`config.mk`:
```
export PLATFORM = sky130hd
export DESIGN_NAME = risc32_btn_ctrl
export DESIGN_NICKNAME = d
export VERILOG_FILES = /design/src/rtl/risc32_btn_ctrl_pkg.sv /design/src/rtl/risc32_debounce_ch.sv /design/src/rtl/risc32_btn_ctrl.sv
export SDC_FILE = /design/constraint.sdc
export NUM_CORES = 1
export LEC_CHECK = 0
export ABC_AREA = 1
export CAP_MARGIN = 20
export CORE_ASPECT_RATIO = 1.4
export CORE_MARGIN = 2
export CORE_UTILIZATION = 49
export DETAILED_ROUTE_END_ITERATION = 6
export PLACE_DENSITY_LB_ADDON = 0.12
export SLEW_MARGIN = 20
export SYNTH_ARGS = -nofsm -noshare
export SYNTH_HDL_FRONTEND = slang
export SYNTH_SLANG_ARGS = --single-unit
```
`constraint.sdc`:
```
create_clock -name clk -period 1.9 [get_ports clk]
set_clock_uncertainty 0.1 [all_clocks]
set_input_delay 0.285 -clock clk [delete_from_list [all_inputs] [get_ports clk]]
set_output_delay 0.285 -clock clk [all_outputs]
set_load 0.005 [all_outputs]
```
`src/rtl/risc32_btn_ctrl_pkg.sv`:
```
// Shared definitions for the risc32 button controller: io register offsets
// and the default debounce window.
package risc32_btn_ctrl_pkg;

   typedef enum logic [1:0] {
      BTN_REG_LEVEL   = 2'd0,
      BTN_REG_PRESS   = 2'd1,
      BTN_REG_RELEASE = 2'd2,
      BTN_REG_INTEN   = 2'd3
   } btn_reg_e;

   // 10 ms at 100 MHz
   localparam int BTN_STABLE_CNT_DFLT = 1000000;

endpackage

```
`src/rtl/risc32_debounce_ch.sv`:
```
// One button channel: input synchroniser, stability counter, debounced
// level and single-cycle rise/fall pulses aligned with the level change.
module risc32_debounce_ch #(
   parameter int CNT_W       = 20,
   parameter int STABLE_CNT  = 1000000,
   parameter int SYNC_STAGES = 2
) (
   input  logic clk,
   input  logic rst,
   input  logic btn_i,
   output logic level_o,
   output logic rise_o,
   output logic fall_o
);

   localparam logic [CNT_W-1:0] LP_LAST = CNT_W'(STABLE_CNT - 1);

   logic [SYNC_STAGES-1:0] r_sync;
   logic [CNT_W-1:0]       r_cnt;
   logic                   r_level;
   logic                   r_diff;
   logic                   w_sync;
   logic                   w_diff;
   logic                   w_done;

   assign w_sync = r_sync[SYNC_STAGES-1];
   assign w_diff = w_sync ^ r_level;
   assign w_done = w_diff & r_diff & (r_cnt == LP_LAST);

   // Shift the raw input through the synchroniser chain
   always_ff @(posedge clk) begin
      if (rst) r_sync <= '0;
      else     r_sync <= {r_sync[SYNC_STAGES-2:0], btn_i};
   end

   // Count consecutive mismatching cycles and accept the new level at the window end.
   // The mismatch must be seen on two consecutive edges before counting starts,
   // which places the level change SYNC_STAGES + STABLE_CNT edges after sampling.
   always_ff @(posedge clk) begin
      if (rst) begin
         r_cnt   <= '0;
         r_level <= 1'b0;
         r_diff  <= 1'b0;
      end else begin
         r_diff <= w_diff & ~w_done;
         if (!w_diff) begin
            r_cnt <= '0;
         end else if (r_diff) begin
            if (w_done) begin
               r_cnt   <= '0;
               r_level <= w_sync;
            end else begin
               r_cnt <= r_cnt + CNT_W'(1);
            end
         end
      end
   end

   assign level_o = r_level;
   assign rise_o  = w_done &  w_sync;
   assign fall_o  = w_done & ~w_sync;

endmodule

```
`src/rtl/risc32_btn_ctrl.sv`:
```
// N-channel button controller for the risc32 io space: per-channel debounce,
// latched press/release events (W1C), interrupt enables and a registered IRQ.
module risc32_btn_ctrl
   import risc32_btn_ctrl_pkg::*;
#(
   parameter int N_CH        = 5,
   parameter int CNT_W       = 20,
   parameter int STABLE_CNT  = BTN_STABLE_CNT_DFLT,
   parameter int SYNC_STAGES = 2
) (
   input  logic            clk,
   input  logic            rst,
   input  logic [N_CH-1:0] btn_i,
   input  logic            ce_i,
   input  logic            we_i,
   input  logic [1:0]      addr_i,
   input  logic [31:0]     data_i,
   output logic [31:0]     data_o,
   output logic [N_CH-1:0] level_o,
   output logic            int_o
);

   logic [N_CH-1:0] w_level;
   logic [N_CH-1:0] w_rise;
   logic [N_CH-1:0] w_fall;
   logic [N_CH-1:0] w_wdata;
   logic [N_CH-1:0] w_clr_press;
   logic [N_CH-1:0] w_clr_release;
   logic            w_wr;
   logic            w_rd;
   logic            w_unused;
   btn_reg_e        w_addr;

   logic [N_CH-1:0] r_press;
   logic [N_CH-1:0] r_release;
   logic [N_CH-1:0] r_inten;
   logic            r_int;

   for (genvar g = 0; g < N_CH; g++) begin : g_ch
      risc32_debounce_ch #(
         .CNT_W       (CNT_W),
         .STABLE_CNT  (STABLE_CNT),
         .SYNC_STAGES (SYNC_STAGES)
      ) u_ch (
         .clk     (clk),
         .rst     (rst),
         .btn_i   (btn_i[g]),
         .level_o (w_level[g]),
         .rise_o  (w_rise[g]),
         .fall_o  (w_fall[g])
      );
   end

   assign w_wr     = ce_i & we_i;
   assign w_rd     = ce_i & ~we_i;
   assign w_addr   = btn_reg_e'(addr_i);
   assign w_wdata  = data_i[N_CH-1:0];
   assign w_unused = ^data_i;

   assign w_clr_press   = (w_wr && w_addr == BTN_REG_PRESS)   ? w_wdata : '0;
   assign w_clr_release = (w_wr && w_addr == BTN_REG_RELEASE) ? w_wdata : '0;

   // Event latches (set beats clear), interrupt enables and the IRQ register
   always_ff @(posedge clk) begin
      if (rst) begin
         r_press   <= '0;
         r_release <= '0;
         r_inten   <= '0;
         r_int     <= 1'b0;
      end else begin
         r_press   <= (r_press   & ~w_clr_press)   | w_rise;
         r_release <= (r_release & ~w_clr_release) | w_fall;
         if (w_wr && w_addr == BTN_REG_INTEN) r_inten <= w_wdata;
         r_int <= |((r_press | r_release) & r_inten);
      end
   end

   // Combinational read mux, zero outside a read cycle
   always_comb begin
      data_o = '0;
      if (w_rd) begin
         case (w_addr)
            BTN_REG_LEVEL:   data_o = 32'(w_level);
            BTN_REG_PRESS:   data_o = 32'(r_press);
            BTN_REG_RELEASE: data_o = 32'(r_release);
            BTN_REG_INTEN:   data_o = 32'(r_inten);
         endcase
      end
   end

   assign level_o = w_level;
   assign int_o   = r_int;

endmodule

```
==> results of run 1 <==
registers in the layout, summed over array words and instances, names as in the netlist:
| register | count |
|---|---|
| g_ch.u_ch.r_cnt | 100 |
| g_ch.u_ch.r_sync | 10 |
| g_ch.u_ch.level_o | 5 |
| g_ch.u_ch.r_diff | 5 |
| r_inten | 5 |
| r_press | 5 |
| r_release | 5 |
| int_o | 1 |
path summary, 6_finish.rpt:
kind / startpoint / endpoint / slack, ps / cells after the start
min: btn_i[4] / g_ch[4].u_ch.r_sync[0]$_SDFF_PP0_ / 280 / 3
max: g_ch[4].u_ch.level_o$_SDFFE_PP0P_ / level_o[4] / 40 / 1
min reg2reg: g_ch[4].u_ch.r_sync[0]$_SDFF_PP0_ / g_ch[4].u_ch.r_sync[1]$_SDFF_PP0_ / 300 / 2
max reg2reg: g_ch[3].u_ch.r_cnt[0]$_SDFFE_PP0P_ / g_ch[3].u_ch.r_cnt[5]$_SDFFE_PP0P_ / 250 / 8
through the flow:
| step | hold WS [ps] | area [um2] | std cells |
|---|---|---|---|
| final | 279.7 | 8486 | 1371 |
| after global routing | 306.4 | 8486 | 1371 |
| after CTS | 272.9 | 8486 | 1371 |
| after detailed placement | 293.5 | 7855 | 1339 |
| after global placement | 291.0 | 7855 | 1339 |
| after floorplan | 288.3 | 7515 | 1143 |
routing by layer:
| metal | vias to the layer above | GRT usage [%] | wire length (um) |
|---|---|---|---|
| li1 | 3544 | - | - |
| met1 | 2975 | 26.29 | 7495 |
| met2 | 118 | 37.61 | 8013 |
| met3 | 34 | 4.704 | 582 |
| met5 | - | 0 | 0 |
| met4 | 0 | 9.103 | 473 |
cell usage in the layout, fill, tap and decap left out, types with 23 or more instances in the layout:
cell     netlist  routed
a21oi_1       35      35
conb_1         1      27
dfxtp_1      136     135
inv_1        125     123
inv_2         21      23
nand2_1      273     273
nand3_1       82      82
nor2_1       199     197
nor2_2        24      25
o21ai_0       31      31
synthesized netlist by cell type, drive strengths merged (2+ instances only):
library cell,number,area share [%]
a21oi,35,2.4
a31oi,2,0.17
a41oi,5,0.59
buf,41,4.1
dfxtp,136,37
ha,5,0.84
inv,147,7.5
nand2,292,16
nand3,86,6.2
nand3b,10,1.0
nand4,19,1.6
nor2,234,14
nor3,14,1.0
nor3b,2,0.20
o211ai,2,0.20
o21ai,37,2.5
o21bai,2,0.20
or2,5,0.42
xnor2,13,1.5
xor2,21,2.5
power by group through the flow:
stage	Combinational, mW	Sequential [mW]	Clock [mW]
3_3_place_gp	0.174	2.94	0
3_5_place_dp	0.175	2.94	0
2_1_floorplan	0.138	2.94	0
5_1_grt	0.199	2.88	3.67
6_report	0.176	2.88	3.47
4_1_cts	0.177	2.88	3.55
cell families (layout without fill, tap and decap cells):
group | count (synthesis) | in the layout | share of synthesized area (%)
AND/OR/NAND/NOR | 665 | 665 | 40.37
buffers and inverters | 190 | 226 | 11.71
flip-flops | 136 | 136 | 36.71
AO/OA/AOI/OAI | 86 | 86 | 6.309
XOR/XNOR | 34 | 34 | 4.015
adder cells (fa/ha/maj) | 5 | 5 | 0.8435
other | 1 | 27 | 0.05056
area by class of cell:
cell class / instances / area (um2)
Inverter: 148 / 558.0
Clock buffer: 25 / 515.5
Fill cell: 1524 / 6435
Sequential cell: 136 / 2724
Multi-Input combinational cell: 817 / 3941
Clock inverter: 7 / 112.6
Tap cell: 192 / 240.2
Timing Repair Buffer: 46 / 394.1
worst reg2reg max path: cells and delay by family (launching register included):
family	cells	cell delay [ps]
and+or+nand+nor	6	710
DFF	1	400
buffers and inverters	1	100
adders and majority gates	1	230
repair_timing:
action,4_1_cts,5_1_grt
pin swaps,0,0
resized for setup,20,6
setup endpoints to repair,5,4
==> reports/metrics.cfg, run 1 <==
[grt]
grt_pass1_wl_mm = 28.19
grt_max_degree = 20
grt_overflow = 0
first_global_vias = 6248
track_usage_pct = 21.90
antenna_found_initial = 0

[routing]
vias = 6671
finalWirelength_mm = 16.57
drt_first_iter_violations = 304
vias_per_cell = 4.866
final_antenna_net_count = 0
wl_per_cell_um = 12.08
dr.pass1.iters = 5
drc = 0

[pwr]
p_int_mw = 5.204
powerDensity_nw_per_um2 = 769.7
power_mw = 6.531
switchingPower_mw = 1.327
sw_frac_of_total_pct = 20.32
leakage_nw = 3.245
peakVddDrop_v = 0.0004637
combPwrFrac_pct = 2.7
pwr-share-clk_pct = 53.2
p_seq_share_pct = 44.1

[logic_synthesis]
ys_warn_count = 0
ys_seq_area_share_pct = 36.71
synth_flop_cell = dfxtp_1
async_reset_ff_share_pct = 0
synth_cell_types = 44
ys_ff_latch = 136
syn_inst = 1117
synth_edf_count = 0
syn_area_per_cell_um2 = 6.640
syn_area_um2 = 7417

[clocking]
h-tree-depth = 4
cts_buffers = 17
postCtsSetupRepairBufs = 0
insertion_delay_ps = 420
clk_pin_slew_ps = 60
clockBufferDepth = 2
cts_tree = yes
hold_buffers = 0
cts_root_buf = clkbuf_16
clock_sinks = 136

[run]
maxCapViolCount = 0

[worst_setup_path]
max_stage_delay_ps = 640
crit_family = buffers and inverters
path_cells = clkdlybuf4s50_1
path_max_fanout = 5
end_kind = output pin
critPathBufInv = 1
arrival_ps = 1480
setup.worst_path.start_class = flop
worstSetupPathType = flop to output pin
slowest_stage = clkdlybuf4s50_1
required_ps = 1510

[floorplan]
fp.dieH_um = 149.6
core_area_um2 = 14920
die_x_um = 108.0
start_util_pct = 49.71
io_pins = 81
die-area_um2 = 16150
row_count = 53

[sta]
tns_ps = 0
setup_viol_count_final = 0
final_hold_viol_count = 0
min_period_ps = 1865
fin_ws_ps = 35.46
rsz0062_at_grt = false
finalCritPeriodShare_pct = 98.13
fmax_mhz = 536.3
slew_violations = 0

[placement]
port_buffers = 26
dpl_worst_slack_ps = -484.1
post-dp-hpwl_mm = 12.46
gp_congestion = 0.8572

[cells_and_area]
fin_util_pct = 56.87
area_delta_synth_final_pct = 14.41
drive_gt1_share_pct = 12.30
antenna_cells = 0
final_nets = 1214

[min_path]
min_path_type = primary input to flop

[run_status]
status = complete, no violations

No activity file was read; power rests on OpenSTA's default activity.
==> run 2, diff against run 1 <==
--- a/config.mk
+++ b/config.mk
@@ -8,8 +8,9 @@
 export ABC_AREA = 1
 export CAP_MARGIN = 20
 export CORE_ASPECT_RATIO = 1.4
-export CORE_MARGIN = 2
+export CORE_MARGIN = 1
 export CORE_UTILIZATION = 49
+export CTS_BUF_LIST = sky130_fd_sc_hd__clkbuf_4
 export DETAILED_ROUTE_END_ITERATION = 6
 export PLACE_DENSITY_LB_ADDON = 0.12
 export SLEW_MARGIN = 20
==> run 2 against run 1 <==
Effect of this change:
- design area fell by 3.6%
- total power fell by 24%
- global-route usage rose by 0.10 points
- cell count fell by 0.15%
- die area fell by 3.2%
- non-clock buffer count rose by 1
- core utilization fell by 0.99 points
- flip-flop and latch count did not move
- fmax rose by 2.2%
- wire length fell by 2.2%
- first-iteration DRC count fell by 27%
==> reports/metrics.cfg, run 2 (synthesized netlist as in run 1, its figures left out) <==
[sta]
finalCritPeriodShare_pct = 96.05  ; -2.1 points
fmax_mhz = 547.9  ; +2.2%
tns_ps = 0  ; unchanged
slew_violations = 0  ; unchanged
setup_viol_count_final = 0  ; unchanged
rsz0062_at_grt = true
final_hold_viol_count = 0  ; unchanged
min_period_ps = 1825  ; -39.54 ps

[floorplan]
row_count = 52  ; -1.9%
die-area_um2 = 15640  ; -3.2%
start_util_pct = 50.67  ; +0.96 points
die_x_um = 106.0  ; -1.9%
fp.dieH_um = 147.6  ; -1.3%
io_pins = 81  ; unchanged
core_area_um2 = 14640  ; -1.9%

[cells_and_area]
stdcell_area_um2 = 8180  ; -3.6%
area_delta_synth_final_pct = 10.29
largest_register_ffs = 100  ; unchanged
mostFrequentLayoutCells = nand2_1 (271), nor2_1 (197), dfxtp_1 (127)
top_regs = g_ch.u_ch.r_cnt (100), g_ch.u_ch.r_sync (10)
layout.cells.most_common = nand2_1
drive_gt1_share_pct = 13.23  ; +0.93 points
final_nets = 1215  ; +0.082%
top_register = g_ch.u_ch.r_cnt

[min_path]
min_path_type = primary input to flop
holdPathStages = 3  ; unchanged

[placement]
port_buffers = 26  ; unchanged
post-dp-hpwl_mm = 12.13  ; -2.7%
place_area_um2 = 7821  ; -0.43%
gp_congestion = 0.8721  ; +1.7%

[worst_setup_path]
end_kind = output pin
worstSetupPathType = primary input to output pin
path_max_fanout = 4  ; -1
path_cells = clkdlybuf4s50_1 -> inv_1 -> nor2_2 -> inv_2 -> buf_4 -> a41oi_1 -> clkbuf_2
required_ps = 1510  ; about the same
setup.worst_path.start_class = primary input
crit_family = buffers and inverters
path_depth = 7  ; +6
critPathBufInv = 5  ; +4
arrival_ps = 1440  ; -40 ps
slowest_stage = clkdlybuf4s50_1
max_stage_delay_ps = 470  ; -170 ps
rr_worst_depth = 8  ; unchanged

[routing]
vias = 6586  ; -1.3%
wl_per_cell_um = 11.84  ; -2.0%
finalWirelength_mm = 16.20  ; -2.2%
dr.pass1.iters = 5  ; unchanged
vias_per_cell = 4.811  ; -1.1%
drt_first_iter_violations = 223  ; -27%
drc = 0  ; unchanged
final_antenna_net_count = 0  ; unchanged

[clocking]
clock_sinks = 136  ; unchanged
clockBufferDepth = 2  ; unchanged
insertion_delay_ps = 560  ; +140 ps
cts_tree = yes
cts_root_buf = clkbuf_4
h-tree-depth = 4  ; unchanged
clk_pin_slew_ps = 110  ; +50 ps
cts_buffers = 17  ; unchanged

[run]
maxCapViolCount = 0  ; unchanged

[grt]
grt_overflow = 0  ; unchanged
grt_max_degree = 19  ; -5.0%
track_usage_pct = 22.00  ; +0.10 points
first_global_vias = 6219  ; -0.46%
antenna_found_initial = 1  ; +1
grt_pass1_wl_mm = 27.83  ; -1.3%

[pwr]
powerDensity_nw_per_um2 = 609.0  ; -21%
leakage_nw = 3.144  ; -3.1%
peakVddDrop_v = 0.0004762  ; +2.7%

[run_status]
status = complete, no violations

==> run 2: changes by cell type in the layout (fill, tap and decap cells not counted), moves of 3 or more <==
cell	delta
clkbuf_8	-6
dfxtp_2	+5
dfxtp_1	-8
a41oi_2	+3
clkbuf_16	-17
clkdlybuf4s50_1	-5
clkbuf_4	+19
clkinv_1	+3
dlygate4sd2_1	+4
dfxtp_4	+3
a41oi_1	-3
==> run 2: power breakdown <==
group / leakage [nW] / switching, mW / internal, mW
Combinational: 1.89 / 0.109 / 0.0651
Sequential: 1.10 / 0.0135 / 2.86
Clock: 0.154 / 1.02 / 0.909
==> run 2: repair_timing <==
| action | 4_1_cts | 5_1_grt |
|---|---|---|
| endpoints found under the setup margin | 10 | 17 |
| pin swaps | 1 | 1 |
| endpoints found under the hold margin | 0 | 0 |
| hold buffers | 0 | 0 |
| buffers inserted | 2 | 3 |
| gates resized for setup | 32 | 16 |
==> run 2: per-layer routing <==
layer	wire, um	global-route usage (%)	part of all wire (%)
met5	0	0	0
met4	253	7.917	1.6
met3	602	5.600	3.7
met2	7769	37.58	48
met1	7580	26.57	47
==> run 2: worst reg2reg max path, cell delays in order, from the launching register on <==
cell	delay, ps
dfxtp_1	420
ha_1	240
nand3_1	130
inv_1	110
nand2_1	60
nor2_2	170
nand2_2	120
nand2_4	160
nor2_1	70
==> run 2: worst paths after layout <==
kind / startpoint / slack, ps / end
hold reg to reg: g_ch[1].u_ch.r_sync[0]$_SDFF_PP0_ / 300 / g_ch[1].u_ch.r_sync[1]$_SDFF_PP0_
setup reg to reg: g_ch[3].u_ch.r_cnt[1]$_SDFFE_PP0P_ / 210 / g_ch[3].u_ch.r_cnt[19]$_SDFFE_PP0P_
setup / recovery: ce_i / 80 / data_o[1]
hold / removal: btn_i[3] / 190 / g_ch[3].u_ch.r_sync[0]$_SDFF_PP0_
==> run 2: metrics by stage <==
| stage | total power, mW | worst slack [ps] | std cells | utilization [%] | hold slack [ps] |
|---|---|---|---|---|---|
| 5_1_grt | 5.203 | -29.58 | 1369 | 55.88 | 151.3 |
| 3_3_place_gp | 3.116 | -461.5 | 1332 | 53.43 | 290.3 |
| 3_5_place_dp | 3.116 | -430.1 | 1332 | 53.43 | 294.2 |
| 2_1_floorplan | 3.077 | 461.8 | 1143 | - | 288.3 |
| 6_report | 4.982 | 75.00 | 1369 | 55.88 | 192.3 |
| 4_1_cts | 5.049 | 3.511 | 1365 | 55.45 | 152.3 |
==> run 2: area by class of cell <==
type,instances,area [um2]
Sequential cell,136,2741
Clock inverter,12,133.9
Multi-Input combinational cell,817,3964
Clock buffer,19,142.6
Tap cell,189,236.5
Antenna cell,1,2.502
Timing Repair Buffer,47,401.6
Inverter,148,558.0
Fill cell,1506,6459
